[src/rtl/cv32e40s_instr_obi_adapter_if.sv]
`default_nettype none
// ============================================================================
// Module      : cv32e40s_instr_obi_adapter_if
// Description : Prefetcher transaction handshake plus OBI instruction bus.
// Revision    : 1.0
// ============================================================================
interface cv32e40s_instr_obi_adapter_if;
  logic        trans_valid_i;
  logic        trans_ready_o;
  logic [31:0] trans_addr_i;
  logic        instr_req_o;
  logic        instr_gnt_i;
  logic [31:0] instr_addr_o;
  logic        instr_rvalid_i;
  logic [31:0] instr_rdata_i;
  logic        instr_err_i;
  logic        resp_valid_o;
  logic [31:0] resp_rdata_o;
  logic        resp_err_o;
  logic [2:0]  outstanding_o;
  logic        busy_o;
  logic        protocol_err_o;

  // Adapter side
  modport slave (
    input  trans_valid_i, trans_addr_i, instr_gnt_i, instr_rvalid_i, instr_rdata_i, instr_err_i,
    output trans_ready_o, instr_req_o, instr_addr_o, resp_valid_o, resp_rdata_o, resp_err_o,
           outstanding_o, busy_o, protocol_err_o
  );

  // Prefetcher / bus environment side
  modport master (
    output trans_valid_i, trans_addr_i, instr_gnt_i, instr_rvalid_i, instr_rdata_i, instr_err_i,
    input  trans_ready_o, instr_req_o, instr_addr_o, resp_valid_o, resp_rdata_o, resp_err_o,
           outstanding_o, busy_o, protocol_err_o
  );
endinterface
`default_nettype wire

[src/rtl/cv32e40s_instr_obi_adapter.sv]
`default_nettype none
// ============================================================================
// Module      : cv32e40s_instr_obi_adapter
// Description : Prefetch handshake to OBI instruction port with address-phase
//               hold and outstanding limit. Optional checker macro:
//               CV32E40S_INSTR_OBI_PROTOCOL_CHK_EN
// Revision    : 1.0
// ============================================================================
module cv32e40s_instr_obi_adapter #(
  parameter int MAX_OUTSTANDING = 2
) (
  input  logic                          clk,
  input  logic                          rst,
  cv32e40s_instr_obi_adapter_if.slave   bus
);

  localparam logic [2:0] c_max = 3'(MAX_OUTSTANDING);

  typedef enum logic [0:0] {
    TRANSPARENT = 1'b0,
    REGISTERED  = 1'b1
  } state_t;

  state_t      r_state;
  state_t      w_state_nxt;
  logic [31:0] r_addr_q;
  logic [2:0]  r_outstanding;
  logic        w_req;
  logic [31:0] w_addr;
  logic        w_capture;
  logic        w_accept;
  logic        w_retire;

  always_ff @(posedge clk) begin
    if (rst) begin
      r_state  <= TRANSPARENT;
      r_addr_q <= 32'h0;
    end else begin
      r_state <= w_state_nxt;
      if (w_capture) begin
        r_addr_q <= bus.trans_addr_i;
      end
    end
  end

  // Gating uses only the registered count, so rvalid never reaches req combinationally.
  always_comb begin
    w_state_nxt = r_state;
    w_req       = 1'b0;
    w_addr      = bus.trans_addr_i;
    w_capture   = 1'b0;
    case (r_state)
      TRANSPARENT: begin
        w_req = bus.trans_valid_i && (r_outstanding < c_max);
        if (w_req && !bus.instr_gnt_i) begin
          w_state_nxt = REGISTERED;
          w_capture   = 1'b1;
        end
      end
      REGISTERED: begin
        w_req  = 1'b1;
        w_addr = r_addr_q;
        if (bus.instr_gnt_i) begin
          w_state_nxt = TRANSPARENT;
        end
      end
      default: begin
        w_state_nxt = TRANSPARENT;
      end
    endcase
  end

  assign w_accept = w_req && bus.instr_gnt_i;
  assign w_retire = bus.instr_rvalid_i && (r_outstanding != 3'd0);

  always_ff @(posedge clk) begin
    if (rst) begin
      r_outstanding <= 3'd0;
    end else if (w_accept && !w_retire) begin
      r_outstanding <= r_outstanding + 3'd1;
    end else if (!w_accept && w_retire) begin
      r_outstanding <= r_outstanding - 3'd1;
    end
  end

  // Every output is forced low while reset is asserted.
  assign bus.instr_req_o   = w_req && !rst;
  assign bus.instr_addr_o  = rst ? 32'h0 : w_addr;
  assign bus.trans_ready_o = w_accept && !rst;
  assign bus.resp_valid_o  = bus.instr_rvalid_i && !rst;
  assign bus.resp_rdata_o  = rst ? 32'h0 : bus.instr_rdata_i;
  assign bus.resp_err_o    = bus.instr_err_i && !rst;
  assign bus.outstanding_o = rst ? 3'd0 : r_outstanding;
  assign bus.busy_o        = !rst && ((r_outstanding != 3'd0) || w_req);

`ifdef CV32E40S_INSTR_OBI_PROTOCOL_CHK_EN
  logic r_protocol_err;
  logic w_violation;

  assign w_violation = (bus.instr_rvalid_i && (r_outstanding == 3'd0)) ||
                       (bus.instr_gnt_i && !w_req);

  always_ff @(posedge clk) begin
    if (rst) begin
      r_protocol_err <= 1'b0;
    end else if (w_violation) begin
      r_protocol_err <= 1'b1;
    end
  end

`ifndef SYNTHESIS
  always_ff @(posedge clk) begin
    if (!rst && w_violation) begin
      $error("cv32e40s_instr_obi_adapter: OBI protocol violation");
    end
  end
`endif

  assign bus.protocol_err_o = r_protocol_err && !rst;
`else
  assign bus.protocol_err_o = 1'b0;
`endif

endmodule
`default_nettype wire
[src/flat_wrapper.sv]
// flat-port wrapper written by rule: the top's interface ports become plain ports
module cv32e40s_instr_obi_adapter_flat 
#(
  parameter int MAX_OUTSTANDING = 2
)
  (clk, rst, bus_trans_valid_i, bus_trans_addr_i, bus_instr_gnt_i, bus_instr_rvalid_i, bus_instr_rdata_i, bus_instr_err_i, bus_trans_ready_o, bus_instr_req_o, bus_instr_addr_o, bus_resp_valid_o, bus_resp_rdata_o, bus_resp_err_o, bus_outstanding_o, bus_busy_o, bus_protocol_err_o);
  cv32e40s_instr_obi_adapter_if bus_i ();
  input  logic clk;
  input  logic rst;
  input wire logic [$bits(bus_i.trans_valid_i)-1:0] bus_trans_valid_i;
  input wire logic [$bits(bus_i.trans_addr_i)-1:0] bus_trans_addr_i;
  input wire logic [$bits(bus_i.instr_gnt_i)-1:0] bus_instr_gnt_i;
  input wire logic [$bits(bus_i.instr_rvalid_i)-1:0] bus_instr_rvalid_i;
  input wire logic [$bits(bus_i.instr_rdata_i)-1:0] bus_instr_rdata_i;
  input wire logic [$bits(bus_i.instr_err_i)-1:0] bus_instr_err_i;
  output wire logic [$bits(bus_i.trans_ready_o)-1:0] bus_trans_ready_o;
  output wire logic [$bits(bus_i.instr_req_o)-1:0] bus_instr_req_o;
  output wire logic [$bits(bus_i.instr_addr_o)-1:0] bus_instr_addr_o;
  output wire logic [$bits(bus_i.resp_valid_o)-1:0] bus_resp_valid_o;
  output wire logic [$bits(bus_i.resp_rdata_o)-1:0] bus_resp_rdata_o;
  output wire logic [$bits(bus_i.resp_err_o)-1:0] bus_resp_err_o;
  output wire logic [$bits(bus_i.outstanding_o)-1:0] bus_outstanding_o;
  output wire logic [$bits(bus_i.busy_o)-1:0] bus_busy_o;
  output wire logic [$bits(bus_i.protocol_err_o)-1:0] bus_protocol_err_o;
  assign bus_i.trans_valid_i = bus_trans_valid_i;
  assign bus_i.trans_addr_i = bus_trans_addr_i;
  assign bus_i.instr_gnt_i = bus_instr_gnt_i;
  assign bus_i.instr_rvalid_i = bus_instr_rvalid_i;
  assign bus_i.instr_rdata_i = bus_instr_rdata_i;
  assign bus_i.instr_err_i = bus_instr_err_i;
  assign bus_trans_ready_o = bus_i.trans_ready_o;
  assign bus_instr_req_o = bus_i.instr_req_o;
  assign bus_instr_addr_o = bus_i.instr_addr_o;
  assign bus_resp_valid_o = bus_i.resp_valid_o;
  assign bus_resp_rdata_o = bus_i.resp_rdata_o;
  assign bus_resp_err_o = bus_i.resp_err_o;
  assign bus_outstanding_o = bus_i.outstanding_o;
  assign bus_busy_o = bus_i.busy_o;
  assign bus_protocol_err_o = bus_i.protocol_err_o;
  cv32e40s_instr_obi_adapter #(.MAX_OUTSTANDING(MAX_OUTSTANDING)) u_core (.clk(clk), .rst(rst), .bus(bus_i));
endmodule
[config.mk]
export PLATFORM = sky130hd
export DESIGN_NAME = cv32e40s_instr_obi_adapter_flat
export DESIGN_NICKNAME = d
export VERILOG_FILES = /design/src/rtl/cv32e40s_instr_obi_adapter_if.sv /design/src/rtl/cv32e40s_instr_obi_adapter.sv /design/src/flat_wrapper.sv
export SDC_FILE = /design/constraint.sdc
export NUM_CORES = 1
export LEC_CHECK = 0
export CAP_MARGIN = 15
export CORE_MARGIN = 1.5
export CORE_UTILIZATION = 42
export CTS_BUF_LIST = sky130_fd_sc_hd__clkbuf_4 sky130_fd_sc_hd__clkbuf_8
export CTS_CLUSTER_SIZE = 8
export DETAILED_ROUTE_END_ITERATION = 6
export PLACE_DENSITY_LB_ADDON = 0.12
export SLEW_MARGIN = 5
export SYNTH_ARGS = -nofsm -noshare
export SYNTH_HDL_FRONTEND = slang
export SYNTH_SLANG_ARGS = --single-unit
[constraint.sdc]
create_clock -name clk -period 4.1 [get_ports clk]
set_input_delay 0.41 -clock clk [delete_from_list [all_inputs] [get_ports clk]]
set_output_delay 0.41 -clock clk [all_outputs]
set_load 0.05 [all_outputs]
==> key figures <==
Status
  • Outcome: finished clean

Critical path
  • Crit path DAT: 2510 ps
  • Reg2reg path depth: 8
  • Slowest-stage cell, CP: dfxtp_2
  • CP endpoint kind: primary output
  • Crit-path max cell delay: 870 ps
  • Critical path, cell by cell: buf_4 > mux2i_1 > nor2_1 > clkdlybuf4s50_1
  • Start point of the critical path: u_core.r_state
  • Stages on worst setup path: 4
  • CP Class: register to primary output
  • Worst reg2reg path startpoint: u_core.r_state
  • Reg2reg end: u_core.r_outstanding[2]
  • WP buf/inv: 2
  • Worst-path fanout max: 25
  • Worst setup SP type: register
  • Worst reg2reg setup slack: 1520 ps
  • Top delay family on crit path: buffers and inverters
  • CP required: 3690 ps

Job
  • Max Cap Viol: 0

Yosys
  • Number of synthesized register bits: 36
  • Synthesis warning total: 0
  • Count of different cell masters after synthesis: 23
  • Syn nets: 351
  • Mapped Cells: 279
  • Cell Area, Synth: 2410 um^2
  • Syn avg cell area: 8.63 um^2
  • Sequential area share after synthesis: 29.9%

Finish
  • Fill cells: 458
  • Layout cells sized above 1: 3.68%
  • Layout net count: 480
  • Fin cells: 480
  • # diodes: 0
  • Area grow syn2layout: 61.6%
  • Final Util: 70.7%
  • Final Cell Area: 3890 um^2

Placed design
  • IO Port Bufs: 141
  • Placement Cell Area: 3810 um^2
  • Cells after DPL: 473
  • Pre-CTS WS: 1250 ps
  • Post-DP HPWL: 4460 um
  • Final Wtd Congestion: 0.728

Drt
  • Antenna viol nets, final: 0
  • WL final: 6050 um
  • Pre-antenna DRT Iters: 6
  • Post-DR wirelength/cell: 12.6 um
  • Post-route DRC: 0
  • DRT iter0 DRCs: 68
  • Vias per cell: 4.61
  • Routed via count: 2213

Power and ir drop
  • Total Power: 1.30 mW
  • Switch Pwr: 514 uW
  • Clock network fraction of total power: 18.4%
  • Sequential group share of total power: 33.9%
  • Comb power frac: 47.7%
  • Leakage: 1.42 nW
  • VDD IR max: 217 uV
  • Cell Int Power: 790 uW
  • Power Density: 335 nW/um^2
  • Switch share: 39.4%

Clock network
  • Hold-fix buffers, CTS: 0
  • Root buffer cell: clkbuf_8
  • CTS resizes: 0
  • Num Clock Sinks: 36
  • H-Tree Depth: 2
  • TritonCTS clock tree: done
  • Num CTS Buffers: 5
  • Clock Latency Late Sink: 280 ps
  • CTS max path bufs: 2
  • Clock slew at reported path FFs: 70 ps
  • Post-CTS Setup Bufs: 0

STA
  • Final Skew: 2.31 ps
  • Fmax: 0.343 GHz
  • Final setup fails: 0
  • Setup TNS: 0 ps
  • Final Hold Vio Count: 0
  • Max transition margin: 45.0%
  • Hold_ws: 475 ps
  • Final worst-path cycle share: 71.2%
  • RSZ-0062 raised after global routing: false
  • Worst slew pin tran: 824 ps
  • Slack of the critical path: 1180 ps
  • Final slew viol count: 0
  • Final min period: 2920 ps

Global routing
  • First-pass GRT wire length: 9710 um
  • GRT Residual Overflow: 0
  • Initial antenna violation count: 0
  • Number of global-route vias before repair: 2125
  • GR Util All Layers: 19.5%
  • Pin count of the biggest net entering global routing: 73

Hold path
  • Hold-critical path depth: 2
  • Min-delay worst type: register to register
  • Hold EP: u_core.r_addr_q[23]
  • HP Start: u_core.r_addr_q[23]

Die
  • Die Y: 78.7 um
  • Initial Utilization: 43.7%
  • I/O Pins: 143
  • DIE WIDTH: 78.7 um
  • Core Region: 5510 um^2
  • Die area: 6200 um^2
  • Rows: 27
==> power by group through the flow <==
stage                     clock [mW]  combinational [mW]  sequential, mW
after floorplan                    0               0.443           0.424
after global placement             0               0.616           0.447
after detailed placement           0               0.624           0.448
after CTS                      0.250               0.627           0.442
after global routing           0.259               0.664           0.449
final                          0.239               0.622           0.442
==> cells in the final DEF, fill, tap and decap left out <==
master / netlist / layout
nor3_1: 1 / 1
or3b_4: 1 / 1
nor2_1: 35 / 35
clkinv_2: 0 / 1
or4_1: 1 / 1
dfxtp_1: 36 / 35
nand2b_1: 65 / 65
xor2_1: 2 / 2
inv_1: 3 / 3
fa_1: 1 / 1
ha_1: 1 / 1
o21ai_0: 2 / 2
nand2_1: 1 / 1
nor2b_1: 37 / 37
nor3_4: 1 / 1
buf_4: 1 / 5
a21o_1: 1 / 1
a21boi_0: 1 / 1
mux2i_1: 65 / 65
clkbuf_8: 0 / 5
dfxtp_2: 0 / 1
and2_1: 1 / 1
clkbuf_4: 0 / 1
clkdlybuf4s50_1: 0 / 140
conb_1: 1 / 1
==> cells in the mapped netlist <==
cell	instances	area [um^2]
mux2i_1	65	651
buf_2	3	15.0
clkbuf_1	16	60.1
and2_1	1	6.26
a21o_1	1	7.51
ha_1	1	12.5
inv_1	3	11.3
nand2_1	1	3.75
nor2_1	35	131
nor3_4	1	16.3
nor3_1	1	5.00
nor2b_1	37	231
dfxtp_1	36	721
or3b_4	1	11.3
nand2b_1	65	407
buf_4	1	7.51
xor2_1	2	17.5
o21ai_0	2	10.0
a21boi_0	1	7.51
buf_8	3	45.0
or4_1	1	7.51
fa_1	1	20.0
conb_1	1	3.75
==> cell type report <==
class / count / area (um^2) / share of cell area (%)
clock buffer: 6 / 76.3 / 1.96
clock inverter: 1 / 5.00 / 0.129
inverter: 3 / 11.3 / 0.289
multi-input combinational: 217 / 1550 / 39.8
sequential: 36 / 722 / 18.5
tap: 72 / 90.1 / 2.31
timing repair buffer: 145 / 1440 / 37.0
==> flip-flops by register name, summed over array words and instances (netlist names) <==
| register | count |
|---|---|
| u_core.r_state | 1 |
| u_core.r_addr_q | 32 |
| u_core.r_outstanding | 3 |
==> routing by layer <==
layer	GRT usage, %	up-vias	part of all wire (%)	routed length (um)
li1	-	1148	-	-
met1	23.0	970	43	2630
met2	34.7	90	49	2960
met3	4.94	5	6.7	404
met4	5.89	0	0.94	57
met5	0	-	0	0
==> worst max-delay path by stage <==
stage	to	slack, ps
5_1_grt	bus_trans_ready_o	1040
3_3_place_gp	bus_trans_ready_o	1270
6_report	bus_instr_addr_o[16]	1180
2_1_floorplan	bus_busy_o	1790
3_5_place_dp	bus_trans_ready_o	1250
4_1_cts	bus_instr_addr_o[16]	1160
==> kinds of logic after synthesis <==
family	count (synthesis)	synth area share (%)
AND/OR/NAND/NOR	143	34.0
multiplexers	65	27.0
flip-flops	36	29.9
buffers and inverters	26	5.77
AO/OA/AOI/OAI	4	1.04
adder cells (fa/ha/maj)	2	1.35
XOR/XNOR	2	0.727
other	1	0.156
==> tightest hold or removal path, cell delays in order, from the launching register on <==
cell	delay, ps
dfxtp_1	310
nand2b_1	60
mux2i_1	60
Note: power is estimated with default switching activity, not from simulation.
